**src/rtl/serial_add_sequencer.sv**
```systemverilog
// Bit-serial operand feeder and sum/carry collector around an external 1-bit full adder.
// Optional subtract mode (A-B via ~B and carry-in 1) when SERIAL_ADD_SUB_EN is defined.
module serial_add_sequencer #(
  parameter int unsigned WIDTH = 8
) (
  input  logic             clk,
  input  logic             rst_n,
  input  logic             ena,
  input  logic             start,
  input  logic [WIDTH-1:0] op_a,
  input  logic [WIDTH-1:0] op_b,
  input  logic             cin,
`ifdef SERIAL_ADD_SUB_EN
  input  logic             sub,
`endif
  output logic             fa_a,
  output logic             fa_b,
  output logic             fa_cin,
  input  logic             fa_sum,
  input  logic             fa_cout,
  output logic             busy,
  output logic             done,
  output logic [WIDTH-1:0] result,
  output logic             cout
);

  localparam int unsigned CNT_W = (WIDTH > 1) ? $clog2(WIDTH) : 1;
  localparam logic [CNT_W-1:0] CNT_LAST = CNT_W'(WIDTH - 1);

  typedef enum logic [1:0] {
    S_IDLE,
    S_RUN,
    S_DONE
  } state_t;

  state_t           r_state;
  logic [WIDTH-1:0] r_a_sr;
  logic [WIDTH-1:0] r_b_sr;
  logic             r_carry;
  logic [CNT_W-1:0] r_cnt;
  logic [WIDTH-1:0] r_result;
  logic             r_cout;
  logic             r_busy;
  logic             r_done;

  logic [WIDTH-1:0] w_b_load;
  logic             w_c_load;

`ifdef SERIAL_ADD_SUB_EN
  assign w_b_load = sub ? ~op_b : op_b;
  assign w_c_load = sub ? 1'b1 : cin;
`else
  assign w_b_load = op_b;
  assign w_c_load = cin;
`endif

  always_ff @(posedge clk or negedge rst_n) begin
    if (!rst_n) begin
      r_state  <= S_IDLE;
      r_a_sr   <= '0;
      r_b_sr   <= '0;
      r_carry  <= 1'b0;
      r_cnt    <= '0;
      r_result <= '0;
      r_cout   <= 1'b0;
      r_busy   <= 1'b0;
      r_done   <= 1'b0;
    end else if (ena) begin
      case (r_state)
        S_IDLE: begin
          if (start) begin
            r_a_sr  <= op_a;
            r_b_sr  <= w_b_load;
            r_carry <= w_c_load;
            r_cnt   <= '0;
            r_busy  <= 1'b1;
            r_state <= S_RUN;
          end
        end
        S_RUN: begin
          r_result <= {fa_sum, r_result[WIDTH-1:1]};
          r_carry  <= fa_cout;
          r_a_sr   <= {1'b0, r_a_sr[WIDTH-1:1]};
          r_b_sr   <= {1'b0, r_b_sr[WIDTH-1:1]};
          r_cnt    <= r_cnt + 1'b1;
          if (r_cnt == CNT_LAST) begin
            r_cout  <= fa_cout;
            r_busy  <= 1'b0;
            r_done  <= 1'b1;
            r_state <= S_DONE;
          end
        end
        S_DONE: begin
          r_done <= 1'b0;
          // A start seen while done is high reloads directly for back-to-back runs.
          if (start) begin
            r_a_sr  <= op_a;
            r_b_sr  <= w_b_load;
            r_carry <= w_c_load;
            r_cnt   <= '0;
            r_busy  <= 1'b1;
            r_state <= S_RUN;
          end else begin
            r_state <= S_IDLE;
          end
        end
        default: begin
          r_busy  <= 1'b0;
          r_done  <= 1'b0;
          r_state <= S_IDLE;
        end
      endcase
    end
  end

  assign fa_a   = r_busy & r_a_sr[0];
  assign fa_b   = r_busy & r_b_sr[0];
  assign fa_cin = r_busy & r_carry;
  assign busy   = r_busy;
  assign done   = r_done;
  assign result = r_result;
  assign cout   = r_cout;

endmodule
```
**config.mk**
```make
export PLATFORM = sky130hd
export DESIGN_NAME = serial_add_sequencer
export DESIGN_NICKNAME = d
export VERILOG_FILES = /design/src/rtl/serial_add_sequencer.sv
export SDC_FILE = /design/constraint.sdc
export NUM_CORES = 1
export LEC_CHECK = 0
export BUFFER_PORTS_ARGS = -buffer_cell sky130_fd_sc_hd__buf_2
export CAP_MARGIN = 20
export CORE_AREA = 2 2 106 67
export DETAILED_ROUTE_END_ITERATION = 8
export DIE_AREA = 0 0 108 69
export GPL_ROUTABILITY_DRIVEN = 0
export PLACE_DENSITY_LB_ADDON = 0.1
export SETUP_SLACK_MARGIN = 0.5
export SYNTH_ARGS = -nofsm -noshare
export SYNTH_HDL_FRONTEND = slang
export SYNTH_SLANG_ARGS = --single-unit
```
**constraint.sdc**
```tcl
create_clock -name clk -period 2.2 [get_ports clk]
set_input_delay 0.33 -clock clk [delete_from_list [all_inputs] [get_ports clk]]
set_output_delay 0.33 -clock clk [all_outputs]
set_load 0.02 [all_outputs]
```
-- Yosys cells after proc, flatten, opt, wreduce, memory -nomap -nowiden
Index checks and enable logic that the tools add are counted.
- $add $sub $neg: 1
- eq/ne operators: 6
- muxes and demuxes: 17
- bitwise gates (word level): 4
- reduce and logical (&&, ||, !) cells: 9
- operators with widths (operator ; count):
    one-hot mux 8 bit (2 select lines) ; 2
    2-to-1 mux 8 bit ; 2
    AND reduction 3 bit ; 5
    one-hot mux 1 bit (2 select lines) ; 3
    one-hot mux 2 bit (3 select lines) ; 1
    one-hot mux 3 bit (2 select lines) ; 1
    2-to-1 mux 1 bit ; 5
    2-to-1 mux 2 bit ; 2
    != test 2 bit, second input constant ; 2
    adder 3 x 1 -> 3 bit, second input constant ; 1
    AND 1 bit ; 3
    equality test 3 bit, second input constant ; 1
    2-to-1 mux 3 bit ; 1
    equality test 2 x 1 -> 1 bit, second input constant ; 1
    equality test 2 bit, second input constant ; 1
    logical NOT 2 bit ; 1
    != test 2 x 1 -> 1 bit, second input constant ; 1
    AND reduction 2 bit ; 1
    nonzero test 2 bit ; 1
    OR reduction 2 bit ; 1
    inverter 1 bit ; 1
- flip-flop bits (word level): 33
- bits of input ports: 23
- output and inout bits: 14

-- Logic depth before layout (Yosys ltp)
- depth in word-level cells: 4
- gate-level depth with buffers: 5

-- Least setup slack after synthesis
OpenSTA, ideal clock, no wires.
- path kind: register to register
- start point: register r_state[0]
- end point: register r_a_sr[3]
- setup time: 125 ps
- arrival: 1359 ps
- required time: 2075 ps
- setup slack: 716 ps
- cell stages (with the launch flop): 6
- buffers on the path: 2
- clock period less this slack: 1484 ps
- cells stage by stage: dfrtp_1 > buf_6 > nand2b_4 > a21boi_4 > buf_12 > mux2_4
- cells in the longest elaborated chain, start to end: 4
- RTL lines (what ; line ; text):
    start: declaration ; 36 ; state_t r_state;
    start signal: assignment ; 59 ; r_state <= S_IDLE;
    start signal: assignment ; 77 ; r_state <= S_RUN;
    start signal: assignment ; 90 ; r_state <= S_DONE;
    equality test 2 bit or logical NOT 2 bit (tied branches) ; 69 ; case (r_state)
    OR reduction 2 bit (no line) ; -- ;
    != test 2 x 1 -> 1 bit (no line) or nonzero test 2 bit (tied branches) ; -- ;
    AND reduction 3 bit (no line) ; -- ;
    end signal: assignment ; 72 ; r_a_sr <= op_a;
    end signal: assignment ; 83 ; r_a_sr <= {1'b0, r_a_sr[WIDTH-1:1]};
    end signal: assignment ; 97 ; r_a_sr <= op_a;
    end: declaration ; 37 ; logic [WIDTH-1:0] r_a_sr;
Several ways; a longest one is shown, not always the timed one.
A chain may end at the register's enable or synchronous reset.

-- Final worst setup path
- start point: register r_state[1]
- end point: register r_a_sr[2]
Same word-level chain as after synthesis.

==> flow_summary.yaml <==
placement:
  numPortBuffers: 36
  placed_cell_area_sq_mm: 0.00183
  dp_hpwl_microns: 2330
finish:
  synthToLayoutAreaGrowth_pct: 21.6
  final_area_sq_mm: 0.00192
  drive_gt1_share_pct: 55.5
  diodes: 0
  final_nets: 179
synthesis:
  yosysTopAreaCellShare_pct: 52.3
  yosys-top-cells-area: "dfrtp_1 (52%), mux2_2 (23%), mux2_4 (6.7%)"
  synth_warnings: 0
  syn_avg_cell_area_sq_um: 13.7
  synth_seq_cells: 33
  synthesis.nets: 140
  synth_commonest_cells: "dfrtp_1 (33), mux2_2 (32), nand2_1 (8), mux2_4 (7), o21ai_0 (6)"
  synth_top_area_cell: "dfrtp_1"
  synth_ff_type: "dfrtp_1"
  synthDistinctLibCells: 23
  async_flop_share_pct: 100
  ys_seq_area_share_pct: 52.3
  syn_area_sq_mm: 0.00158
  synth_edf_count: 0
  synth_cells: 115
  synth.most_common_cell: "dfrtp_1"
clock_network:
  cts_setup_buffers: 0
  numCtsBuffers: 5
  cts_max_path_buffers: 2
  cts-root-buf: "clkbuf_8"
  cts_max_level: 2
  cts_tree: "yes"
  clk-insertion-delay-late_ns: 0.28
  clk_pin_slew_ns: 0.07
  clock-sinks: 33
global_route:
  antenna_found_initial: 0
  grt_pass1_wl_microns: 5330
  grt_util_met3_pct: 3.31
  gr-total-overflow: 0
  grtUsageMet2_pct: 12.4
  grtUsageTotal_pct: 9.41
  use_met1_pct: 13.9
  grt_pass1_vias: 1066
  grt_max_degree: 34
  grt.busiest_layer: "met1"
setup_path:
  critPathArrivalTime_ns: 1.72
  cp-end-kind: "flip-flop"
  r2r_setup_slack_ns: 0.64
  crit_fanout: 14
  worstRegToRegCells: 4
  critPathKind: "reg -> reg"
  cp-start-kind: "flip-flop"
  cp.required_ns: 2.37
  rr_endpoint: "r_a_sr[2]"
  reg2reg_from: "r_state[1]"
  crit_start: "r_state[1]"
power:
  peakVddDrop_mv: 0.356
  power_frac_seq_pct: 39.5
  internal-power_uw: 1760
  switching_share_pct: 35.2
  p_clk_share_pct: 16.2
  combinationalPowerShare_pct: 44.3
  p_per_area_mw_per_mm2: 1420
  p_total_uw: 2720
  power_switching_uw: 956
  leakagePower_uw: 0.000905
floorplan:
  fp-row-count: 23
  initial_core_util_pct: 24.4
  die-area_sq_mm: 0.00745
  die_w_microns: 108
  coreArea_sq_mm: 0.00647
  die_h_microns: 69
  pin_count: 37
routing:
  first_pass_iters: 6
  drt_iter0_drc: 11
  wl_microns: 3250
  detailroute.via_count: 986
  wl_per_cell_microns: 13.4
  post-route-drc-count: 0
  routed_via_density: 4.07
  drtAntennaViolNets: 0
job:
  maxCapViolations: 0
sta:
  period_share_pct: 70.7
  worst_pin_slew_ns: 0.778
  fin_setup_tns_ns: 0
  min_period_ns: 1.56
  max_freq_mhz: 643
  fin_skew_ns: 0.00815
  setup_viol: 0
  rsz0062_at_grt: "no"
  hold_viol: 0
  slew_headroom_pct: 48.2
  slew_viol_final: 0
worst_hold_path:
  hold_path.class: "in -> async"
status:
  status: "finished, final reports clean"
==> flip-flops by register name (all words and copies together), names as in the netlist <==
name     count
cout         1
busy         1
r_b_sr       8
r_state      2
done         1
r_carry      1
r_cnt        3
r_a_sr       8
result       8
==> power by group through the flow <==
stage / clock, uW / combinational (uW) / sequential [uW]
after floorplan: 0 / 836 / 1160
after global placement: 0 / 1190 / 1070
after detailed placement: 0 / 1220 / 1090
after CTS: 463 / 1220 / 1080
after global routing: 487 / 1310 / 1110
final: 440 / 1200 / 1070
==> cells in the final DEF (no fill, tap or decap) <==
cell	instances
nor2b_1	1
and2_1	3
a21boi_4	1
a21oi_1	2
o21ai_0	6
clkinv_2	2
nand2_1	8
clkbuf_8	5
mux2_4	7
mux2_2	32
ha_1	2
nand3_1	1
clkbuf_1	1
nand2b_1	1
a31oi_1	3
and3b_1	1
buf_2	36
inv_1	3
nand2b_4	1
mux2i_1	1
and2b_1	1
o2bb2ai_1	2
buf_4	1
dfrtp_1	33
buf_6	1
==> area by class of cell <==
cell class / count / area [sq um]
Clock buffer: 6 / 72.6
Clock inverter: 2 / 10.0
Fill cell: 678 / 4560
Inverter: 3 / 11.3
Multi-Input combinational cell: 73 / 692
Sequential cell: 33 / 826
Tap cell: 87 / 109
Timing Repair Buffer: 38 / 199
==> metal layers <==
metal	share of wire, %	wire length [microns]
met1	52	1690
met2	41	1340
met3	5.4	175
met4	1.3	42
met5	0	0
==> through the flow <==
stage	instances	util, %	hold WS (ns)	worst slack (ns)
after CTS	242	29.6	0.155	0.561
after global routing	242	29.6	0.175	0.522
after detailed placement	234	28.3	0.470	0.565
after floorplan	115	-	0.0344	0.716
after global placement	234	28.3	0.448	0.600
final	242	29.6	0.122	0.645
==> worst max-delay path by stage <==
stage                      to
global route        r_a_sr[1]
floorplan           r_a_sr[3]
detailed placement  r_b_sr[3]
global placement    r_b_sr[5]
CTS                 r_a_sr[2]
finish              r_a_sr[2]
==> logic make-up (layout without fill, tap and decap cells) <==
logic type,Yosys count,count (layout),share of synthesized area (%)
flip-flops,33,33,52.3
multiplexers,40,40,30.1
AND/OR/NAND/NOR,17,17,6.11
buffers and inverters,9,49,3.81
AO/OA/AOI/OAI,14,14,6.03
adder cells (fa/ha/maj),2,2,1.59
==> worst max-delay path, cell delays in order, from the launching register on <==
cell      delay, ns
dfrtp_1        0.42
nand2b_1       0.19
a21boi_4       0.23
buf_6          0.24
mux2_2         0.35
==> what timing repair did <==
action,CTS,global route
resized for setup,0,1
hold buffers,0,0
setup endpoints to repair,0,9
Note: power is estimated with default switching activity, not from simulation.
